<file path="src/rtl/ellipse_buf_pkg.sv">
// Shared constants for the ellipse rasteriser pixel buffers (serial-to-parallel and back).
package ellipse_buf_pkg;

   localparam int unsigned GROUP_SIZE     = 4;
   localparam int unsigned DEF_DATA_WIDTH = 32;
   localparam int unsigned DEF_DEPTH      = 64;
   localparam int unsigned DEF_LOG2DEPTH  = 6;

endpackage

</file>
<file path="src/rtl/ellipse_buffer_in_if.sv">
// Handshake bundle for ellipse_buffer_in: single-word producer side and 4-lane consumer side.
// ELLIPSE_BUF_IN_LAST_EN adds in_last / out_mask for short end-of-primitive groups.
interface ellipse_buffer_in_if #(
   parameter int unsigned DATA_WIDTH = ellipse_buf_pkg::DEF_DATA_WIDTH
);
   logic [DATA_WIDTH-1:0] in_data;
   logic                  in_rts;
   logic                  in_rtr;
   logic [DATA_WIDTH-1:0] out_px_0;
   logic [DATA_WIDTH-1:0] out_px_1;
   logic [DATA_WIDTH-1:0] out_px_2;
   logic [DATA_WIDTH-1:0] out_px_3;
   logic                  out_rts;
   logic                  out_rtr;
`ifdef ELLIPSE_BUF_IN_LAST_EN
   logic                  in_last;
   logic [3:0]            out_mask;

   modport master (output in_data, in_rts, in_last, out_rtr,
                   input  in_rtr, out_px_0, out_px_1, out_px_2, out_px_3, out_rts, out_mask);
   modport slave  (input  in_data, in_rts, in_last, out_rtr,
                   output in_rtr, out_px_0, out_px_1, out_px_2, out_px_3, out_rts, out_mask);
`else
   modport master (output in_data, in_rts, out_rtr,
                   input  in_rtr, out_px_0, out_px_1, out_px_2, out_px_3, out_rts);
   modport slave  (input  in_data, in_rts, out_rtr,
                   output in_rtr, out_px_0, out_px_1, out_px_2, out_px_3, out_rts);
`endif
endinterface

</file>
<file path="src/rtl/ellipse_buf_ram.sv">
// Queue storage: one write port, GROUP_SIZE combinational read ports at rd_addr+0..3 (wrapping).
module ellipse_buf_ram
   import ellipse_buf_pkg::*;
#(
   parameter int unsigned WIDTH     = DEF_DATA_WIDTH,
   parameter int unsigned DEPTH     = DEF_DEPTH,
   parameter int unsigned LOG2DEPTH = DEF_LOG2DEPTH
) (
   input  logic                                  clk,
   input  logic                                  we,
   input  logic [LOG2DEPTH-1:0]                  wr_addr,
   input  logic [WIDTH-1:0]                      wr_data,
   input  logic [LOG2DEPTH-1:0]                  rd_addr,
   output logic [GROUP_SIZE-1:0][WIDTH-1:0]      rd_data
);

   logic [WIDTH-1:0] mem_q [DEPTH];

   // Contents are intentionally not reset.
   always_ff @(posedge clk) begin
      if (we) mem_q[wr_addr] <= wr_data;
   end

   // Address addition wraps naturally at the power-of-2 depth.
   always_comb begin
      for (int k = 0; k < GROUP_SIZE; k++) begin
         rd_data[k] = mem_q[rd_addr + LOG2DEPTH'(k)];
      end
   end

endmodule

</file>
<file path="src/rtl/ellipse_buffer_in.sv">
// Serial-to-parallel elastic buffer: one pixel word in per handshake, groups of 4 out.
// ELLIPSE_BUF_IN_LAST_EN enables variable 1-4 word groups terminated by in_last.
module ellipse_buffer_in
   import ellipse_buf_pkg::*;
#(
   parameter int unsigned DATA_WIDTH = DEF_DATA_WIDTH,
   parameter int unsigned DEPTH      = DEF_DEPTH,
   parameter int unsigned LOG2DEPTH  = DEF_LOG2DEPTH
) (
   input  logic                clk,
   input  logic                rst_,
   ellipse_buffer_in_if.slave  bus
);

   localparam int unsigned CNT_W = LOG2DEPTH + 1;
`ifdef ELLIPSE_BUF_IN_LAST_EN
   localparam int unsigned WORD_W = DATA_WIDTH + 1;
`else
   localparam int unsigned WORD_W = DATA_WIDTH;
`endif

   logic [LOG2DEPTH-1:0]              wr_addr_q, wr_addr_d;
   logic [LOG2DEPTH-1:0]              rd_addr_q, rd_addr_d;
   logic [CNT_W-1:0]                  count_q, count_d;
   logic                              in_rtr_q, in_rtr_d;
   logic                              in_xfc, out_xfc, out_rts;
   logic [CNT_W-1:0]                  adv;
   logic [WORD_W-1:0]                 wr_word;
   logic [GROUP_SIZE-1:0][WORD_W-1:0] rd_word;

   ellipse_buf_ram #(
      .WIDTH     (WORD_W),
      .DEPTH     (DEPTH),
      .LOG2DEPTH (LOG2DEPTH)
   ) u_ram (
      .clk     (clk),
      .we      (in_xfc),
      .wr_addr (wr_addr_q),
      .wr_data (wr_word),
      .rd_addr (rd_addr_q),
      .rd_data (rd_word)
   );

`ifdef ELLIPSE_BUF_IN_LAST_EN
   logic [2:0] grp_n;
   logic       short_grp;

   assign wr_word = {bus.in_last, bus.in_data};

   // First valid lane carrying last ends the group; otherwise a full group of 4.
   always_comb begin
      grp_n     = 3'd4;
      short_grp = 1'b0;
      for (int k = GROUP_SIZE - 1; k >= 0; k--) begin
         if ((CNT_W'(k) < count_q) && rd_word[k][DATA_WIDTH]) begin
            grp_n     = 3'(k + 1);
            short_grp = 1'b1;
         end
      end
   end

   assign out_rts      = (count_q >= CNT_W'(GROUP_SIZE)) | short_grp;
   assign adv          = CNT_W'(grp_n);
   assign bus.out_mask = 4'((5'd1 << grp_n) - 5'd1);
`else
   logic out_rts_q, out_rts_d;

   assign wr_word   = bus.in_data;
   assign adv       = CNT_W'(GROUP_SIZE);
   assign out_rts   = out_rts_q;
   assign out_rts_d = (count_d >= CNT_W'(GROUP_SIZE));

   always_ff @(posedge clk or negedge rst_) begin
      if (!rst_) out_rts_q <= 1'b0;
      else       out_rts_q <= out_rts_d;
   end
`endif

   // Pointer and occupancy update; in and out transfers may coincide.
   always_comb begin
      in_xfc    = bus.in_rts & in_rtr_q;
      out_xfc   = out_rts & bus.out_rtr;
      wr_addr_d = wr_addr_q + LOG2DEPTH'(in_xfc);
      rd_addr_d = out_xfc ? (rd_addr_q + LOG2DEPTH'(adv)) : rd_addr_q;
      count_d   = count_q + CNT_W'(in_xfc) - (out_xfc ? adv : CNT_W'(0));
      in_rtr_d  = (count_d != CNT_W'(DEPTH));
   end

   always_ff @(posedge clk or negedge rst_) begin
      if (!rst_) begin
         wr_addr_q <= '0;
         rd_addr_q <= '0;
         count_q   <= '0;
         in_rtr_q  <= 1'b1;
      end else begin
         wr_addr_q <= wr_addr_d;
         rd_addr_q <= rd_addr_d;
         count_q   <= count_d;
         in_rtr_q  <= in_rtr_d;
      end
   end

   assign bus.in_rtr   = in_rtr_q;
   assign bus.out_rts  = out_rts;
   assign bus.out_px_0 = rd_word[0][DATA_WIDTH-1:0];
   assign bus.out_px_1 = rd_word[1][DATA_WIDTH-1:0];
   assign bus.out_px_2 = rd_word[2][DATA_WIDTH-1:0];
   assign bus.out_px_3 = rd_word[3][DATA_WIDTH-1:0];

endmodule

</file>
<file path="src/flat_wrapper.sv">
// flat-port wrapper written by rule: the top's interface ports become plain ports
module ellipse_buffer_in_flat import ellipse_buf_pkg::*;
#(
   parameter int unsigned DATA_WIDTH = DEF_DATA_WIDTH,
   parameter int unsigned DEPTH      = DEF_DEPTH,
   parameter int unsigned LOG2DEPTH  = DEF_LOG2DEPTH
)
  (clk, rst_, bus_in_data, bus_in_rts, bus_out_rtr, bus_in_rtr, bus_out_px_0, bus_out_px_1, bus_out_px_2, bus_out_px_3, bus_out_rts);
  ellipse_buffer_in_if #(.DATA_WIDTH(DATA_WIDTH)) bus_i ();
  input  logic clk;
  input  logic rst_;
  input wire logic [$bits(bus_i.in_data)-1:0] bus_in_data;
  input wire logic [$bits(bus_i.in_rts)-1:0] bus_in_rts;
  input wire logic [$bits(bus_i.out_rtr)-1:0] bus_out_rtr;
  output wire logic [$bits(bus_i.in_rtr)-1:0] bus_in_rtr;
  output wire logic [$bits(bus_i.out_px_0)-1:0] bus_out_px_0;
  output wire logic [$bits(bus_i.out_px_1)-1:0] bus_out_px_1;
  output wire logic [$bits(bus_i.out_px_2)-1:0] bus_out_px_2;
  output wire logic [$bits(bus_i.out_px_3)-1:0] bus_out_px_3;
  output wire logic [$bits(bus_i.out_rts)-1:0] bus_out_rts;
  assign bus_i.in_data = bus_in_data;
  assign bus_i.in_rts = bus_in_rts;
  assign bus_i.out_rtr = bus_out_rtr;
  assign bus_in_rtr = bus_i.in_rtr;
  assign bus_out_px_0 = bus_i.out_px_0;
  assign bus_out_px_1 = bus_i.out_px_1;
  assign bus_out_px_2 = bus_i.out_px_2;
  assign bus_out_px_3 = bus_i.out_px_3;
  assign bus_out_rts = bus_i.out_rts;
  ellipse_buffer_in #(.DATA_WIDTH(DATA_WIDTH), .DEPTH(DEPTH), .LOG2DEPTH(LOG2DEPTH)) u_core (.clk(clk), .rst_(rst_), .bus(bus_i));
endmodule
</file>
<file path="config.mk">
export PLATFORM = sky130hd
export DESIGN_NAME = ellipse_buffer_in_flat
export DESIGN_NICKNAME = d
export VERILOG_FILES = /design/src/rtl/ellipse_buf_pkg.sv /design/src/rtl/ellipse_buffer_in_if.sv /design/src/rtl/ellipse_buf_ram.sv /design/src/rtl/ellipse_buffer_in.sv /design/src/flat_wrapper.sv
export SDC_FILE = /design/constraint.sdc
export NUM_CORES = 2
export LEC_CHECK = 0
export BUFFER_PORTS_ARGS = -buffer_cell sky130_fd_sc_hd__buf_2
export CAP_MARGIN = 20
export CORE_ASPECT_RATIO = 0.75
export CORE_MARGIN = 2
export CORE_UTILIZATION = 55
export CTS_CLUSTER_DIAMETER = 100
export DETAILED_ROUTE_END_ITERATION = 16
export PLACE_DENSITY = 0.74
export SLEW_MARGIN = 20
export SYNTH_ARGS = -nofsm -noshare
export SYNTH_HDL_FRONTEND = slang
export SYNTH_SLANG_ARGS = --single-unit
</file>
<file path="constraint.sdc">
create_clock -name clk -period 3.4 [get_ports clk]
set_input_delay 0.51 -clock clk [delete_from_list [all_inputs] [get_ports clk]]
set_output_delay 0.51 -clock clk [all_outputs]
set_load 0.02 [all_outputs]
</file>
# Word-level counts from Yosys, hierarchy flattened
# Memory sizes are Yosys's and may differ from the RTL's.
# Cells that the tools add are included.
word_totals:
  rom_bits: 0
  wordCells: 20
  regBits: 21
  latchBits: 0
  out_inout_bits: 130
  input_bits: 36
  memories: 1
  ramBits: 2048
op_classes:
  n_div: 0
  addsub: 7
  multipliers: 0
  order_cmp: 1
  reduce_logical: 0
  mux: 3
  n_eq_ne: 1
  shifts: 0
  bitwise_logic: 2
memory_table:
  columns: ["memory", "words", "word_bits", "rd", "rd_clocked_by_memory_dff", "write_ports", "line", "source"]
  rows:
  - ["u_core.u_ram.mem_q", 64, 32, 4, 0, 1, "ellipse_buf_ram.sv:17", "logic [WIDTH-1:0] mem_q [DEPTH];"]
op_table:
  columns: ["cell", "count"]
  rows:
  - ["$add A6 B2 Y6 const B", 2]
  - ["$add A7 B1 Y7", 1]
  - ["$ge A7 B3 Y1 const B", 1]
  - ["$ne A7 B7 Y1 const B", 1]
  - ["$sub A7 B7 Y7", 1]
  - ["$add A6 B1 Y6", 1]
  - ["$add A6 B1 Y6 const B", 1]
  - ["$add A6 B3 Y6 const B", 1]
  - ["$mux W3", 1]
  - ["$and A1 B1 Y1", 2]
  - ["$mux W1", 2]

# Depth between registers and ports, before layout
depth:
  ltp_word: 4
  depth_mapped: 9
  ltp_nobuf: 9

# Cells and area by module
# From an unflattened synthesis, not the netlist that was laid out.
unflattened:
  hier_cells: 7108
  hier_area_um2: 128236.7
by_module_without_submodules:
  columns: ["module", "area_each_um2", "n_inst", "cells_per_inst", "seq_area_each_um2"]
  rows:
  - ["ellipse_buf_ram", 127225.8, 1, 7019, 61499.0]
  - ["ellipse_buffer_in", 1011.0, 1, 89, 476.7]

# Worst setup path after synthesis
# Ideal clock, no wire load.
synth_timing:
  kind: "register to register"
  from: "register u_core.in_rtr_q, in the netlist u_core.bus.in_rtr"
  to: "memory u_core.u_ram.mem_q[0][0] (netlist name), enable pin"
  required_time_ps: 2939
  path_slack_ps: -419
  path_buffers: 0
  setup_time_ps: 461
  period_less_slack_ps: 3819
  arrival_time_ps: 3358
  stages_incl_launch_ff: 5
  cell_sequence: "dfstp_2 -> and2_1 -> nor2b_1 -> nand2_1 -> nor3_1"
synth_via:
  elab_chain_cells: 3
synth_rtl:
  columns: ["element", "line", "source"]
  rows:
  - ["from (decl)", "ellipse_buffer_in.sv:25", "logic in_rtr_q, in_rtr_d;"]
  - ["from (signal assigned)", "ellipse_buffer_in.sv:99", "in_rtr_q <= in_rtr_d;"]
  - ["$and A1 B1 Y1", "ellipse_buffer_in.sv:81", "in_xfc = bus.in_rts & in_rtr_q;"]
  - ["$mux W1", "ellipse_buf_ram.sv:21", "if (we) mem_q[wr_addr] <= wr_data;"]
  - ["$mux W1 (implied by the code)", "ellipse_buf_ram.sv:21", null]
  - ["to (decl)", "ellipse_buf_ram.sv:17", null]
# Every way passes these cells.

# Worst setup path after layout
layout_timing:
  from: "register u_core.rd_addr_q[2]"
  to: "output bus_out_px_0[21]"
layout_via:
  elab_chain_cells: 1
layout_rtl:
  columns: ["element", "line", "source"]
  rows:
  - ["from (decl)", "ellipse_buffer_in.sv:23", "logic [LOG2DEPTH-1:0] rd_addr_q, rd_addr_d;"]
  - ["from (signal assigned)", "ellipse_buffer_in.sv:97", "rd_addr_q <= rd_addr_d;"]
  - ["$mem_v2 Z64 W32", null, null]
  - ["to (decl)", "flat_wrapper.sv:16", "output wire logic [$bits(bus_i.out_px_0)-1:0] bus_out_px_0;"]
# Every way passes these cells.

==> results_dict.tcl <==
set metrics [dict create \
    crit_chain "buf_12, buf_16, buf_12, clkbuf_16, mux4_2, mux4_2, buf_6" \
    path_max_fanout 7 \
    die_area_um2 145800 \
    fillcell_total 8659 \
    clockRootBuffer "sky130_fd_sc_hd__clkbuf_16" \
    place.port_buffers 165 \
    layout_setup_ws_ns -0.2056 \
    route.vias.total 38310 \
    detailed_place.area_um2 83820 \
    maxSlewHeadroom_pct 26.23 \
    die_height_um 331.1 \
    rr_endpoint "u_core.u_ram.mem_q[48][7]" \
    count_of_maximum_capacitance_violations 0 \
    area_growth_syn_to_layout_pct 18.55 \
    postLayoutCellArea_um2 93040 \
    vdd_drop_max_v 0.0006217 \
    worstRegToRegCells 5 \
    clock_insertion_delay_worst_skew_ns 0.81 \
    timing.hold.worst_path_depth 1 \
    max_freq_mhz 277.3 \
    clock_tree.htree_level_count 4 \
    synth_top_cell_by_area "sky130_fd_sc_hd__edfxtp_1" \
    drt-pass1-iter-count 6 \
    fp.dieW_um 440.2 \
    cts.path.max_buffers 3 \
    initial_utilization_pct 55.19 \
    post_route_cells_drive_above_1_share_pct 38.79 \
    power.total_mw 78.64 \
    hold_class "in -> reg" \
    worst_clock_skew_ns 0.02123 \
    clock_sinks 2067 \
    ys_seq_elements 2067 \
    number_of_global_route_vias_before_repair 37670 \
    final_setup_violation_count 124 \
    final_period_minus_worst_setup_slack_ns 3.606 \
    start_kind "flop" \
    io_pins 166 \
    max_stage_delay_ns 0.51 \
    design.final.nets 3757 \
    violated_checks "setup timing" \
    dr.first_iter.drc_count 5518 \
    post_synth_main_area_contributors "sky130_fd_sc_hd__edfxtp_1 78%, sky130_fd_sc_hd__mux4_2 17%, sky130_fd_sc_hd__mux2i_1 0.78%" \
    vias_per_cell 6.674 \
    gp_routability_congestion 0.7395 \
    grt_pass1_wl_mm 273.3 \
    timing.critical_path.required_ns 2.89 \
    timing.hold.worst.start "bus_in_data[10]" \
    reg2reg_slack_ns 0.67 \
    num_cts_buffers 178 \
    total_leakage_power_nw 29.44 \
    hpwlAfterDp_mm 96.01 \
    ys_warn_count 0 \
    timing.rr.start "u_core.bus.in_rtr" \
    crit_path_top_delay_cell "sky130_fd_sc_hd__mux4_2" \
    timing.final.crit_share_pct 106.0 \
    timing.critical_path.max_delay_family "multiplexers" \
    synthDominantCellAreaShare_pct 78.37 \
    power-per-cell-area_nw_per_um2 845.3 \
    grt_usage_pct 26.80 \
    netlist-cell-type-count 38 \
    path_clk_slew_ns 0.07 \
    crit_arrival_ns 3.10 \
    total_wire_length_mm 201.1 \
    syn-cell-area_um2 78480 \
    synthesis.area_per_instance_um2 24.39 \
    grt_start_max_net_pins 75 \
    run_status "finished, violations left" \
    worst-setup-path-type "reg -> out" \
    floorplan.rows 120 \
    drc 0 \
    wirelength_per_cell_um 35.03 \
    final-max-slew-violation-count 0 \
    worst_pin_slew_ns 1.107 \
    ant_nets 0 \
    tritoncts "yes" \
    antenna_found_initial 10 \
    hold-path-endpoint "u_core.u_ram.mem_q[21][10]" \
    postSynthNetCount 3266 \
    register_area_share_after_synthesis_pct 78.97 \
    timing.critical_path.buf_inv 5 \
    crit_path_end_kind "primary output" \
    area_of_the_core_region_um2 142200 \
    timing.final.hold_violations 0 \
    grt_setup_unrepaired "true" \
    grt_overflow 0 \
    syn_inst 3218 \
]
[worst max-delay path by stage]
stage	start	end	slack, ns	cells after the start
after CTS	u_core.rd_addr_q[2]	bus_out_px_1[14]	-0.29	7
after floorplan	u_core.bus.in_rtr	u_core.u_ram.mem_q[62][0]	0.34	4
final	u_core.rd_addr_q[2]	bus_out_px_0[21]	-0.21	7
after global routing	u_core.rd_addr_q[2]	bus_out_px_2[25]	-0.28	9
after global placement	u_core.rd_addr_q[2]	bus_out_px_2[31]	0.41	8
after detailed placement	u_core.rd_addr_q[2]	bus_out_px_2[31]	0.32	8
[layout by cell type (no fill, tap or decap), drive strengths merged, types with 4 or more instances in the layout]
master,instances
nand3,8
inv,11
nand2,14
xor2,6
a211oi,62
ha,12
diode,4
nor3,5
clkinv,64
dfrtp,18
nor2b,64
mux2i,61
mux4,579
clkbuf,256
edfxtp,2048
clkinvlp,5
bufinv,16
a21oi,64
nor2,69
xnor2,7
buf,450
[stage by stage]
| stage | hold WS (ns) | setup slack, ns | utilization (%) | instances | setup TNS, ns |
|---|---|---|---|---|---|
| global placement | 0.4821 | 0.4088 | 58.94 | 5281 | 0 |
| global route | 0.1258 | -0.2751 | 65.43 | 5738 | -20.97 |
| finish | 0.1078 | -0.2056 | 65.43 | 5741 | -15.04 |
| detailed placement | 0.4885 | 0.3199 | 58.95 | 5282 | 0 |
| floorplan | 0.2144 | 0.3411 | - | 3218 | 0 |
| CTS | 0.1274 | -0.2942 | 63.70 | 5641 | -26.08 |
[layer usage]
| layer | part of all wire [%] | global-route usage (%) | vias to the layer above |
|---|---|---|---|
| met5 | 0.011 | 0 | - |
| met4 | 2.3 | 7.035 | 4 |
| met3 | 11 | 5.477 | 277 |
| met2 | 50 | 43.26 | 2689 |
| met1 | 37 | 38.10 | 20500 |
| li1 | - | - | 14850 |
[final cells by class]
| type | count | area [um^2] | share of cell area (%) |
|---|---|---|---|
| well taps | 1891 | 2366 | 2.543 |
| multi-input cells | 973 | 16770 | 18.02 |
| inverters | 7 | 26.28 | 0.02824 |
| repair buffers | 482 | 6202 | 6.666 |
| clock inverters | 89 | 838.3 | 0.9011 |
| flip-flops and latches | 2067 | 61990 | 66.63 |
| clock buffers | 228 | 4833 | 5.195 |
| diodes | 4 | 10.01 | 0.01076 |
[where the power goes]
part           internal [mW]  leakage [nW]  switching, mW  total (mW)
combinational           14.2          8.03           14.7        28.9
sequential              29.0          18.6          0.501        29.5
clock                   11.2          2.77           8.94        20.2
[cells in the mapped netlist (all sizes together)]
cell / number
edfxtp: 2048
mux4: 579
buf: 99
clkbuf: 72
nor2: 69
a21oi: 64
nor2b: 64
a211oi: 62
mux2i: 61
dfrtp: 18
nand2: 14
ha: 12
nand3: 8
inv: 7
xnor2: 7
xor2: 6
nor3: 5
and2: 2
nand2b: 2
nand3b: 2
o21a: 2
or3b: 2
a211o: 1
a21o: 1
and3: 1
dfstp: 1
mux2: 1
nand4b: 1
o21ai: 1
o21bai: 1
o22ai: 1
o31ai: 1
or2: 1
or3: 1
or4b: 1
[state kept, by name (all words and copies together) (netlist names)]
register / cells
u_core.bus.out_rts: 1
u_core.wr_addr_q: 6
u_core.bus.in_rtr: 1
u_core.rd_addr_q: 4
u_core.u_ram.mem_q: 2048
u_core.count_q: 7
[worst register-to-register path, cell delays in order, from the launching register on]
cell and delay [ns]:
sky130_fd_sc_hd__dfstp_2 0.62, sky130_fd_sc_hd__and2_1 0.28, sky130_fd_sc_hd__nor2b_1 0.40, sky130_fd_sc_hd__nand2_1 0.51, sky130_fd_sc_hd__nor2_4 0.27, sky130_fd_sc_hd__buf_12 0.30
[repair_timing]
action,CTS,global route
hold buffers,2,0
resized for setup,64,305
pin swaps,5,45
setup endpoints to repair,128,128
buffers inserted,22,68
endpoints found under the hold margin,20,0
cloned,18,32
[logic make-up after synthesis]
group	count (synthesis)	synth area share [%]
mux	641	17.41
compound gates	134	1.075
flops	2067	78.97
simple gates	173	1.111
xor+xnor	13	0.1451
fa+ha+maj	12	0.1913
buf+inv	178	1.094
Power figures use the tool's default switching activity.
